--- src/rtl/caliptra_fpga_sync_mbox.sv ---
// rtl/caliptra_fpga_sync_mbox.sv - AXI4-Lite slave feeding NUM_CH host-to-hardware FIFOs
// Per-channel DATA/STATUS/CTRL registers, valid/ready drain ports, sticky overflow irq.
module caliptra_fpga_sync_mbox #(
  parameter int DATA_W = 64,
  parameter int ADDR_W = 32,
  parameter int NUM_CH = 4,
  parameter int DEPTH  = 8
) (
  input  logic                       aclk,
  input  logic                       rst,
  input  logic                       awvalid,
  output logic                       awready,
  input  logic [ADDR_W-1:0]          awaddr,
  input  logic [2:0]                 awprot,
  input  logic                       wvalid,
  output logic                       wready,
  input  logic [DATA_W-1:0]          wdata,
  input  logic [DATA_W/8-1:0]        wstrb,
  output logic                       bvalid,
  input  logic                       bready,
  output logic [1:0]                 bresp,
  input  logic                       arvalid,
  output logic                       arready,
  input  logic [ADDR_W-1:0]          araddr,
  input  logic [2:0]                 arprot,
  output logic                       rvalid,
  input  logic                       rready,
  output logic [DATA_W-1:0]          rdata,
  output logic [1:0]                 rresp,
  output logic [NUM_CH*DATA_W-1:0]   ch_data,
  output logic [NUM_CH-1:0]          ch_valid,
  input  logic [NUM_CH-1:0]          ch_ready,
  output logic                       irq
);

  localparam int SW   = DATA_W / 8;
  localparam int B    = $clog2(SW);
  localparam int CHW  = (NUM_CH > 1) ? $clog2(NUM_CH) : 1;
  localparam int PW   = $clog2(DEPTH);
  localparam int CNTW = PW + 1;
  localparam logic [CNTW-1:0] FULL_CNT = CNTW'(DEPTH);
  localparam logic [CHW:0]    NCH      = (CHW + 1)'(NUM_CH);

  localparam logic [1:0] OKAY   = 2'b00;
  localparam logic [1:0] SLVERR = 2'b10;
  localparam logic [1:0] DECERR = 2'b11;

  // Everything above the channel field must be zero and the channel must exist.
  function automatic logic addr_ok(input logic [ADDR_W-1:0] a);
    logic [CHW-1:0] c;
    c = a[B+2 +: CHW];
    return ((a >> (B + 2 + CHW)) == '0) && ({1'b0, c} < NCH);
  endfunction

  logic [DATA_W-1:0] mem [NUM_CH][DEPTH];
  logic [PW-1:0]     wp  [NUM_CH];
  logic [PW-1:0]     rp  [NUM_CH];
  logic [CNTW-1:0]   cnt [NUM_CH];
  logic [NUM_CH-1:0] ovf;
  logic [NUM_CH-1:0] full;
  logic [NUM_CH-1:0] pop;

  logic [NUM_CH-1:0] push;
  logic [NUM_CH-1:0] flush;
  logic [NUM_CH-1:0] set_ovf;
  logic [NUM_CH-1:0] clr_ovf;

  logic              aw_held;
  logic              w_held;
  logic [ADDR_W-1:0] aw_addr_q;
  logic [DATA_W-1:0] w_data_q;
  logic [SW-1:0]     w_strb_q;
  logic              aw_hs;
  logic              w_hs;
  logic              exec;
  logic [ADDR_W-1:0] wa;
  logic [DATA_W-1:0] wd;
  logic [SW-1:0]     ws;
  logic              w_ok;
  logic [1:0]        w_reg;
  logic [CHW-1:0]    w_ch;
  logic [1:0]        bresp_n;

  logic              r_ok;
  logic [1:0]        r_reg;
  logic [CHW-1:0]    r_ch;
  logic [DATA_W-1:0] rdata_n;
  logic [1:0]        rresp_n;

  logic unused_ok;
  assign unused_ok = ^{awprot, arprot, wa[B-1:0], araddr[B-1:0]};

  assign awready = ~aw_held;
  assign wready  = ~w_held;
  assign arready = ~rvalid;
  assign aw_hs   = awvalid & awready;
  assign w_hs    = wvalid & wready;

  // A beat accepted this cycle counts as held, so the write can execute on the handshake edge.
  assign wa   = aw_held ? aw_addr_q : awaddr;
  assign wd   = w_held  ? w_data_q  : wdata;
  assign ws   = w_held  ? w_strb_q  : wstrb;
  assign exec = (aw_held | aw_hs) & (w_held | w_hs) & ~bvalid;

  assign w_ok  = addr_ok(wa);
  assign w_reg = wa[B+1:B];
  assign w_ch  = wa[B+2 +: CHW];

  assign r_ok  = addr_ok(araddr);
  assign r_reg = araddr[B+1:B];
  assign r_ch  = araddr[B+2 +: CHW];

  always_comb begin
    for (int c = 0; c < NUM_CH; c++) begin
      full[c]     = (cnt[c] == FULL_CNT);
      ch_valid[c] = (cnt[c] != '0);
      pop[c]      = ch_valid[c] & ch_ready[c];
    end
  end

  always_comb begin
    ch_data = '0;
    for (int c = 0; c < NUM_CH; c++) begin
      if (ch_valid[c]) ch_data[c*DATA_W +: DATA_W] = mem[c][rp[c]];
    end
  end

  assign irq = |ovf;

  always_comb begin
    push    = '0;
    flush   = '0;
    set_ovf = '0;
    clr_ovf = '0;
    bresp_n = OKAY;
    if (exec) begin
      if (!w_ok) begin
        bresp_n = DECERR;
      end else begin
        case (w_reg)
          2'd0: begin
            if (ws != '1) begin
              bresp_n = SLVERR;
            end else if (full[w_ch]) begin
              bresp_n       = SLVERR;
              set_ovf[w_ch] = 1'b1;
            end else begin
              push[w_ch] = 1'b1;
            end
          end
          2'd1:    clr_ovf[w_ch] = wd[18];
          2'd2:    flush[w_ch]   = wd[0];
          default: bresp_n       = DECERR;
        endcase
      end
    end
  end

  always_ff @(posedge aclk or posedge rst) begin
    if (rst) begin
      aw_held   <= 1'b0;
      w_held    <= 1'b0;
      aw_addr_q <= '0;
      w_data_q  <= '0;
      w_strb_q  <= '0;
      bvalid    <= 1'b0;
      bresp     <= OKAY;
    end else begin
      if (aw_hs) begin
        aw_held   <= 1'b1;
        aw_addr_q <= awaddr;
      end
      if (w_hs) begin
        w_held   <= 1'b1;
        w_data_q <= wdata;
        w_strb_q <= wstrb;
      end
      if (exec) begin
        bvalid <= 1'b1;
        bresp  <= bresp_n;
      end else if (bvalid && bready) begin
        bvalid  <= 1'b0;
        bresp   <= OKAY;
        aw_held <= 1'b0;
        w_held  <= 1'b0;
      end
    end
  end

  always_ff @(posedge aclk) begin
    for (int c = 0; c < NUM_CH; c++) begin
      if (push[c]) mem[c][wp[c]] <= wd;
    end
  end

  // Flush beats a same-cycle pop; the full check above ignores any pop.
  always_ff @(posedge aclk or posedge rst) begin
    if (rst) begin
      for (int c = 0; c < NUM_CH; c++) begin
        wp[c]  <= '0;
        rp[c]  <= '0;
        cnt[c] <= '0;
      end
      ovf <= '0;
    end else begin
      for (int c = 0; c < NUM_CH; c++) begin
        if (flush[c]) begin
          wp[c]  <= '0;
          rp[c]  <= '0;
          cnt[c] <= '0;
        end else begin
          if (push[c]) wp[c] <= wp[c] + 1'b1;
          if (pop[c])  rp[c] <= rp[c] + 1'b1;
          case ({push[c], pop[c]})
            2'b10:   cnt[c] <= cnt[c] + 1'b1;
            2'b01:   cnt[c] <= cnt[c] - 1'b1;
            default: cnt[c] <= cnt[c];
          endcase
        end
        if (set_ovf[c])      ovf[c] <= 1'b1;
        else if (clr_ovf[c]) ovf[c] <= 1'b0;
      end
    end
  end

  always_comb begin
    rdata_n = '0;
    rresp_n = OKAY;
    if (!r_ok || r_reg == 2'd3) begin
      rresp_n = DECERR;
    end else if (r_reg == 2'd1) begin
      rdata_n[15:0] = 16'(cnt[r_ch]);
      rdata_n[16]   = (cnt[r_ch] == '0);
      rdata_n[17]   = (cnt[r_ch] == FULL_CNT);
      rdata_n[18]   = ovf[r_ch];
    end
  end

  always_ff @(posedge aclk or posedge rst) begin
    if (rst) begin
      rvalid <= 1'b0;
      rdata  <= '0;
      rresp  <= OKAY;
    end else if (arvalid && arready) begin
      rvalid <= 1'b1;
      rdata  <= rdata_n;
      rresp  <= rresp_n;
    end else if (rvalid && rready) begin
      rvalid <= 1'b0;
    end
  end

endmodule

--- config.mk ---
export PLATFORM = sky130hd
export DESIGN_NAME = caliptra_fpga_sync_mbox
export DESIGN_NICKNAME = d
export VERILOG_FILES = /design/src/rtl/caliptra_fpga_sync_mbox.sv
export SDC_FILE = /design/constraint.sdc
export NUM_CORES = 2
export LEC_CHECK = 0
export CAP_MARGIN = 30
export CORE_MARGIN = 1.5
export CORE_UTILIZATION = 25
export CTS_CLUSTER_SIZE = 20
export DETAILED_ROUTE_END_ITERATION = 12
export PLACE_DENSITY_LB_ADDON = 0.12
export SYNTH_ARGS = -nofsm -noshare
export SYNTH_HDL_FRONTEND = slang
export SYNTH_SLANG_ARGS = --single-unit
--- constraint.sdc ---
create_clock -name aclk -period 10.6 [get_ports aclk]
set_clock_uncertainty 0.1 [all_clocks]
set_input_delay 1.06 -clock aclk [delete_from_list [all_inputs] [get_ports aclk]]
set_output_delay 1.06 -clock aclk [all_outputs]
set_load 0.005 [all_outputs]
=== After elaboration in Yosys (flattened, before gate mapping) ===
Memory sizes are Yosys's and may differ from the RTL's.
Cells that the tools add are included.

* Input bits: 153
* Latch bits: 0
* Output and inout port bits: 334
* Memory bits (writable): 2048
* Register bits after elaboration: 175
* ROM bits: 0
* Memories kept: 1
* Word-level logic and storage cells: 263

* Muxes and demuxes: 120
* Magnitude comparators: 16
* Add/sub/neg operators: 16
* Reductions and logical operators: 41
* Multiply operators: 0
* Div/mod/pow operators: 0
* Shift operators: 0
* Eq/ne operators: 18
* Bitwise logic cells: 25

{| class="wikitable"
|+ Memories
! name !! words !! bits a word !! rd ports !! clocked after Yosys merged registers in !! wr ports !! RTL line !! RTL
|-
| mem || 4 || 512 || 4 || 0 || 1 || 55 || <nowiki>logic [DATA_W-1:0] mem [NUM_CH][DEPTH];</nowiki>
|}

{| class="wikitable"
|+ Operators with widths
! operator !! number
|-
| $mux 512 || 10
|-
| $reduce_or 512->1 || 3
|-
| $mux 64 || 17
|-
| $bmux 64 s3 || 4
|-
| $demux 64 s3 || 4
|-
| $mux 4 || 22
|-
| $logic_not 32->1 || 2
|-
| $mux 3 || 16
|-
| $mux 19 || 2
|-
| $ge 4x4->1 const B || 8
|-
| $mux 32 || 1
|-
| $not 3->4 || 8
|-
| $pmux 4 s2 || 4
|-
| $reduce_bool 2->1 || 14
|-
| $mux 1 || 25
|-
| $add 3x1->3 const B || 8
|-
| $eq 4x4->1 const B || 5
|-
| $mux 2 || 9
|-
| $add 4x1->4 const B || 4
|-
| $lt 4x1->1 const B || 4
|-
| $reduce_bool 4->1 || 4
|-
| $sub 4x1->4 const B || 4
|-
| $eq 2x1->1 const B || 6
|-
| $eq 2x2->1 const B || 6
|-
| other kinds (22) || 46
|}

=== Logic depth before layout (Yosys ltp) ===
* Word-level depth: 16
* Gate-level depth with buffers: 13
* Mapped depth without buffers: 11

=== Worst setup path after synthesis ===
No wires, ideal clock.

* Kind: input-to-reg
* Start: input awaddr[31]
* End: memory mem[0][320] in the netlist's numbering, enable pin
* Setup time: 0.666 ns
* Data arrival time: 9.032 ns
* Stages: 7
* Path slack: 0.802 ns
* Cells stage by stage: nor4_1 > nand4_1 > o22a_1 > buf_4 > nor3_1 > nand2_1 > nor4b_1

* Word-level cells in the longest chain between the ends: 10
* Elaborated cells on any way between the ends: 21

{| class="wikitable"
|+ Ends and longest elaborated chain
! element !! RTL line !! RTL
|-
| start, declared || 13 || <nowiki>input logic [ADDR_W-1:0] awaddr,</nowiki>
|-
| $mux 32 * || 100 || <nowiki>assign wa = aw_held ? aw_addr_q : awaddr;</nowiki>
|-
| $logic_not 32->1 * || 52 || <nowiki>return ((a >> (B + 2 + CHW)) == '0) && ({1'b0, c} < NCH);</nowiki>
|-
| $mux 4 * || 137 || <nowiki>if (!w_ok) begin</nowiki>
|-
| $mux 4 * || 136 || <nowiki>if (exec) begin</nowiki>
|-
| $mux 1 || 192 || <nowiki>if (push[c]) mem[c][wp[c]] <= wd;</nowiki>
|-
| $mux 512 (not written as such) || 192 ||
|-
| $reduce_or 512->1 (no line) || - ||
|-
| $mux 2 (no line) / $mux 512 (equally long branches) (3 in series) || - ||
|-
| end, declared || 55 ||
|}

Mark *: on every way between the ends. The rest lies on a longest branch, timed or not.

=== Final worst setup path ===
* Start: register rp[9] in the netlist's numbering
* End: output ch_data[63]

* Word-level cells in the longest chain between the ends: 5

{| class="wikitable"
|+ Ends and longest elaborated chain
! element !! RTL line !! RTL
|-
| start, declared || 57 || <nowiki>logic [PW-1:0] rp [NUM_CH];</nowiki>
|-
| start signal, assigned by index || 213 || <nowiki>if (pop[c]) rp[c] <= rp[c] + 1'b1;</nowiki>
|-
| $not 3->4 (not written as such) || 124 || <nowiki>if (ch_valid[c]) ch_data[c*DATA_W +: DATA_W] = mem[c][rp[c]];</nowiki>
|-
| $bmux 64 s3 || 124 ||
|-
| $mux 64 (not written as such) (2 in series) || 124 ||
|-
| $mux 64 || 124 ||
|-
| end, declared || 30 || <nowiki>output logic [NUM_CH*DATA_W-1:0] ch_data,</nowiki>
|}

No other way between the ends. The select of a mux whose other input is x is not followed.

==> results.sh <==
export IMPL_status="finished clean"
export IMPL_grt_usage_pct=14.81
export IMPL_layout_common_cells="edfxtp_1, mux4_2, clkdlybuf4s50_1, nor2_1, clkbuf_16"
export IMPL_pre_cts_slack_ns=4.013
export IMPL_h_tree_depth=5
export IMPL_finalNonFillerCells=9387
export IMPL_finalHoldViolations=0
export IMPL_rr_endpoint="mem[0][262]$_DFFE_PP_"
export IMPL_cp_arrival_ns=4.80
export IMPL_path_max_fanout=80
export IMPL_cts_buffers=265
export IMPL_syn_inst=4018
export IMPL_ys_ff_latch=2207
export IMPL_cts_root_buf="clkbuf_16"
export IMPL_p_per_area_nw_per_um2=283.4
export IMPL_routed_via_count=41430
export IMPL_hold_end="rdata[16]$_DFFE_PP0P_"
export IMPL_drc=0
export IMPL_final_common_cell="edfxtp_1"
export IMPL_fmax_mhz=167.9
export IMPL_synthArstFlopShare_pct=7.204
export IMPL_setup_slack_ns=4.643
export IMPL_holdPathStages=2
export IMPL_synth_top_flop_cell="edfxtp_1"
export IMPL_cts_tree="built"
export IMPL_drtIter0Drc=2782
export IMPL_chipHeight_um=589.5
export IMPL_grt_overflow_total=0
export IMPL_cts_setup_buffers=0
export IMPL_cp_end_kind="primary output"
export IMPL_layout_drive_gt1_share_pct=25.06
export IMPL_dp_hpwl_mm=157.0
export IMPL_cts_max_path_buffers=4
export IMPL_p_total_mw=29.61
export IMPL_routedWlPerCell_um=27.80
export IMPL_post_route_period_util_pct=56.20
export IMPL_power_leakage_nw=33.54
export IMPL_reg2reg_slack_ns=5.12
export IMPL_ff2ff_path_depth=8
export IMPL_nets=4794
export IMPL_cts_clk_slew_worst_paths_ns=0.06
export IMPL_fp_row_count=215
export IMPL_required_ns=9.44
export IMPL_grt_pass1_wl_mm=362.4
export IMPL_dpl_cell_area_um2=96280
export IMPL_firstDrtPassIters=5
export IMPL_grt_max_degree=81
export IMPL_ir_drop_mv=0.2204
export IMPL_die_area_um2=347500
export IMPL_max_cap_violations=0
export IMPL_io_buffers=417
export IMPL_chipWidth_um=589.5
export IMPL_place_inst=8905
export IMPL_syn2layout_area_growth_pct=21.50
export IMPL_syn_area_um2=85990
export IMPL_globalplace_congestion=0.7067
export IMPL_period_needed_ns=5.957
export IMPL_start_kind="flop"
export IMPL_grt_pass1_vias=44260
export IMPL_ant_nets=0
export IMPL_yosys_warnings=0
export IMPL_finalMaxSlewViolations=0
export IMPL_min_path_type="flop to flop"
export IMPL_holdCritStartpoint="rdata[16]$_DFFE_PP0P_"
export IMPL_vias_per_cell=4.413
export IMPL_crit_type="flop to primary output"
export IMPL_setup_viol=0
export IMPL_start_util_pct=25.09
export IMPL_final_util_pct=30.48
export IMPL_seq_area_frac_synth_pct=76.15
export IMPL_synth_edf_count=2048
export IMPL_io_pins=487
export IMPL_tns_ns=0
export IMPL_core_area_um2=342700
export IMPL_clkSinkCount=2207
export IMPL_cts_resized_gates=0
export IMPL_worst_slew_pin_slew_ns=0.9603
export IMPL_antenna_found_initial=14
export IMPL_timing_rr_start="aw_held$_DFF_PP0_"
export IMPL_yosysUniqueCellTypes=60
export IMPL_postSynthAreaPerCell_um2=21.40
export IMPL_final_cell_area_um2=104500
export IMPL_hold_ws_ns=0.3801
export IMPL_max_slew_margin_pct=35.98
export IMPL_drt_wl_total_mm=261.0
export IMPL_clkLatencyLatePin_ns=0.88
export IMPL_rsz0062_at_grt="false"
export IMPL_hold_buffers=0
## synthesized netlist by cell type (7+ instances only)
library cell	count	area (µm²)
ha_1	19	237.7
nor2_1	313	1175
mux4_2	517	11640
xor2_1	13	113.9
nand3_1	17	85.08
clkbuf_1	109	409.1
o21ai_0	22	110.1
nand2_1	42	157.7
nand4_1	7	43.79
inv_1	14	52.55
mux2_2	167	1881
buf_1	82	307.8
nor4_1	23	143.9
mux2i_1	267	2673
nor4b_1	9	78.83
xnor2_1	7	61.31
dfrtp_1	159	3979
a21oi_1	15	75.07
edfxtp_1	2048	61500
nor3_1	33	165.2
nand2b_1	7	43.79
buf_4	59	442.9
## flip-flops by register name, indices dropped and copies added, names as in the netlist, 2 cells and up
register and flops:
wp 12, bresp 2, rdata 7, rp 12
w_strb_q 8, w_data_q 64, mem 2048, cnt 16
ovf 4, aw_addr_q 29
## critical path: stages (launching register included)
cell	delay [ns]
dfrtp_4	0.81
buf_4	0.61
buf_12	0.58
mux4_2	0.37
mux2i_1	0.08
nor2_1	0.66
clkdlybuf4s50_1	0.64
## how the worst max path moves through the flow
stage / startpoint / to / slack (ns) / depth (start not counted)
after floorplan: awaddr[31] / mem[0][320]$_DFFE_PP_ / 0.80 / 7
after global placement: awaddr[20] / mem[0][279]$_DFFE_PP_ / 3.97 / 9
after detailed placement: awaddr[20] / mem[0][276]$_DFFE_PP_ / 4.01 / 9
after CTS: rp[9]$_DFFE_PP0P_ / ch_data[36] / 4.39 / 6
after global routing: rp[9]$_DFFE_PP0P_ / ch_data[27] / 4.34 / 6
final: rp[9]$_DFFE_PP0P_ / ch_data[63] / 4.64 / 6
## where the power goes
group | total [mW] | internal [mW] | switching (mW)
registers | 11.7 | 11.1 | 0.611
logic | 9.38 | 4.11 | 5.27
clock network | 8.57 | 4.95 | 3.62
total | 29.6 | 20.1 | 9.50
## logic make-up after synthesis
kind of cell | share of synthesized area (%)
buffers and inverters | 1.464
adder cells (fa/ha/maj) | 0.2765
AND/OR/NAND/NOR | 2.488
multiplexers | 18.88
other | 0.004361
flip-flops | 76.15
XOR/XNOR | 0.2299
AO/OA/AOI/OAI | 0.5093
## layout make-up
class,count,area (µm²)
inverter,14,60.06
clock inverter,127,933.4
tap,4557,5702
multi-input combinational,1595,19710
clock buffer,343,7094
fill,33320,238200
antenna,5,12.51
sequential,2207,65530
timing repair buffer,539,5435
## metal layers
| metal | vias up | global-route usage (%) | wire, µm |
|---|---|---|---|
| met5 | - | 0 | 12 |
| met4 | 2 | 3.175 | 4832 |
| met3 | 286 | 1.861 | 8558 |
| met2 | 848 | 25.94 | 132400 |
| met1 | 22660 | 19.61 | 115200 |
| li1 | 17630 | - | - |
Power figures use the tool's default switching activity.
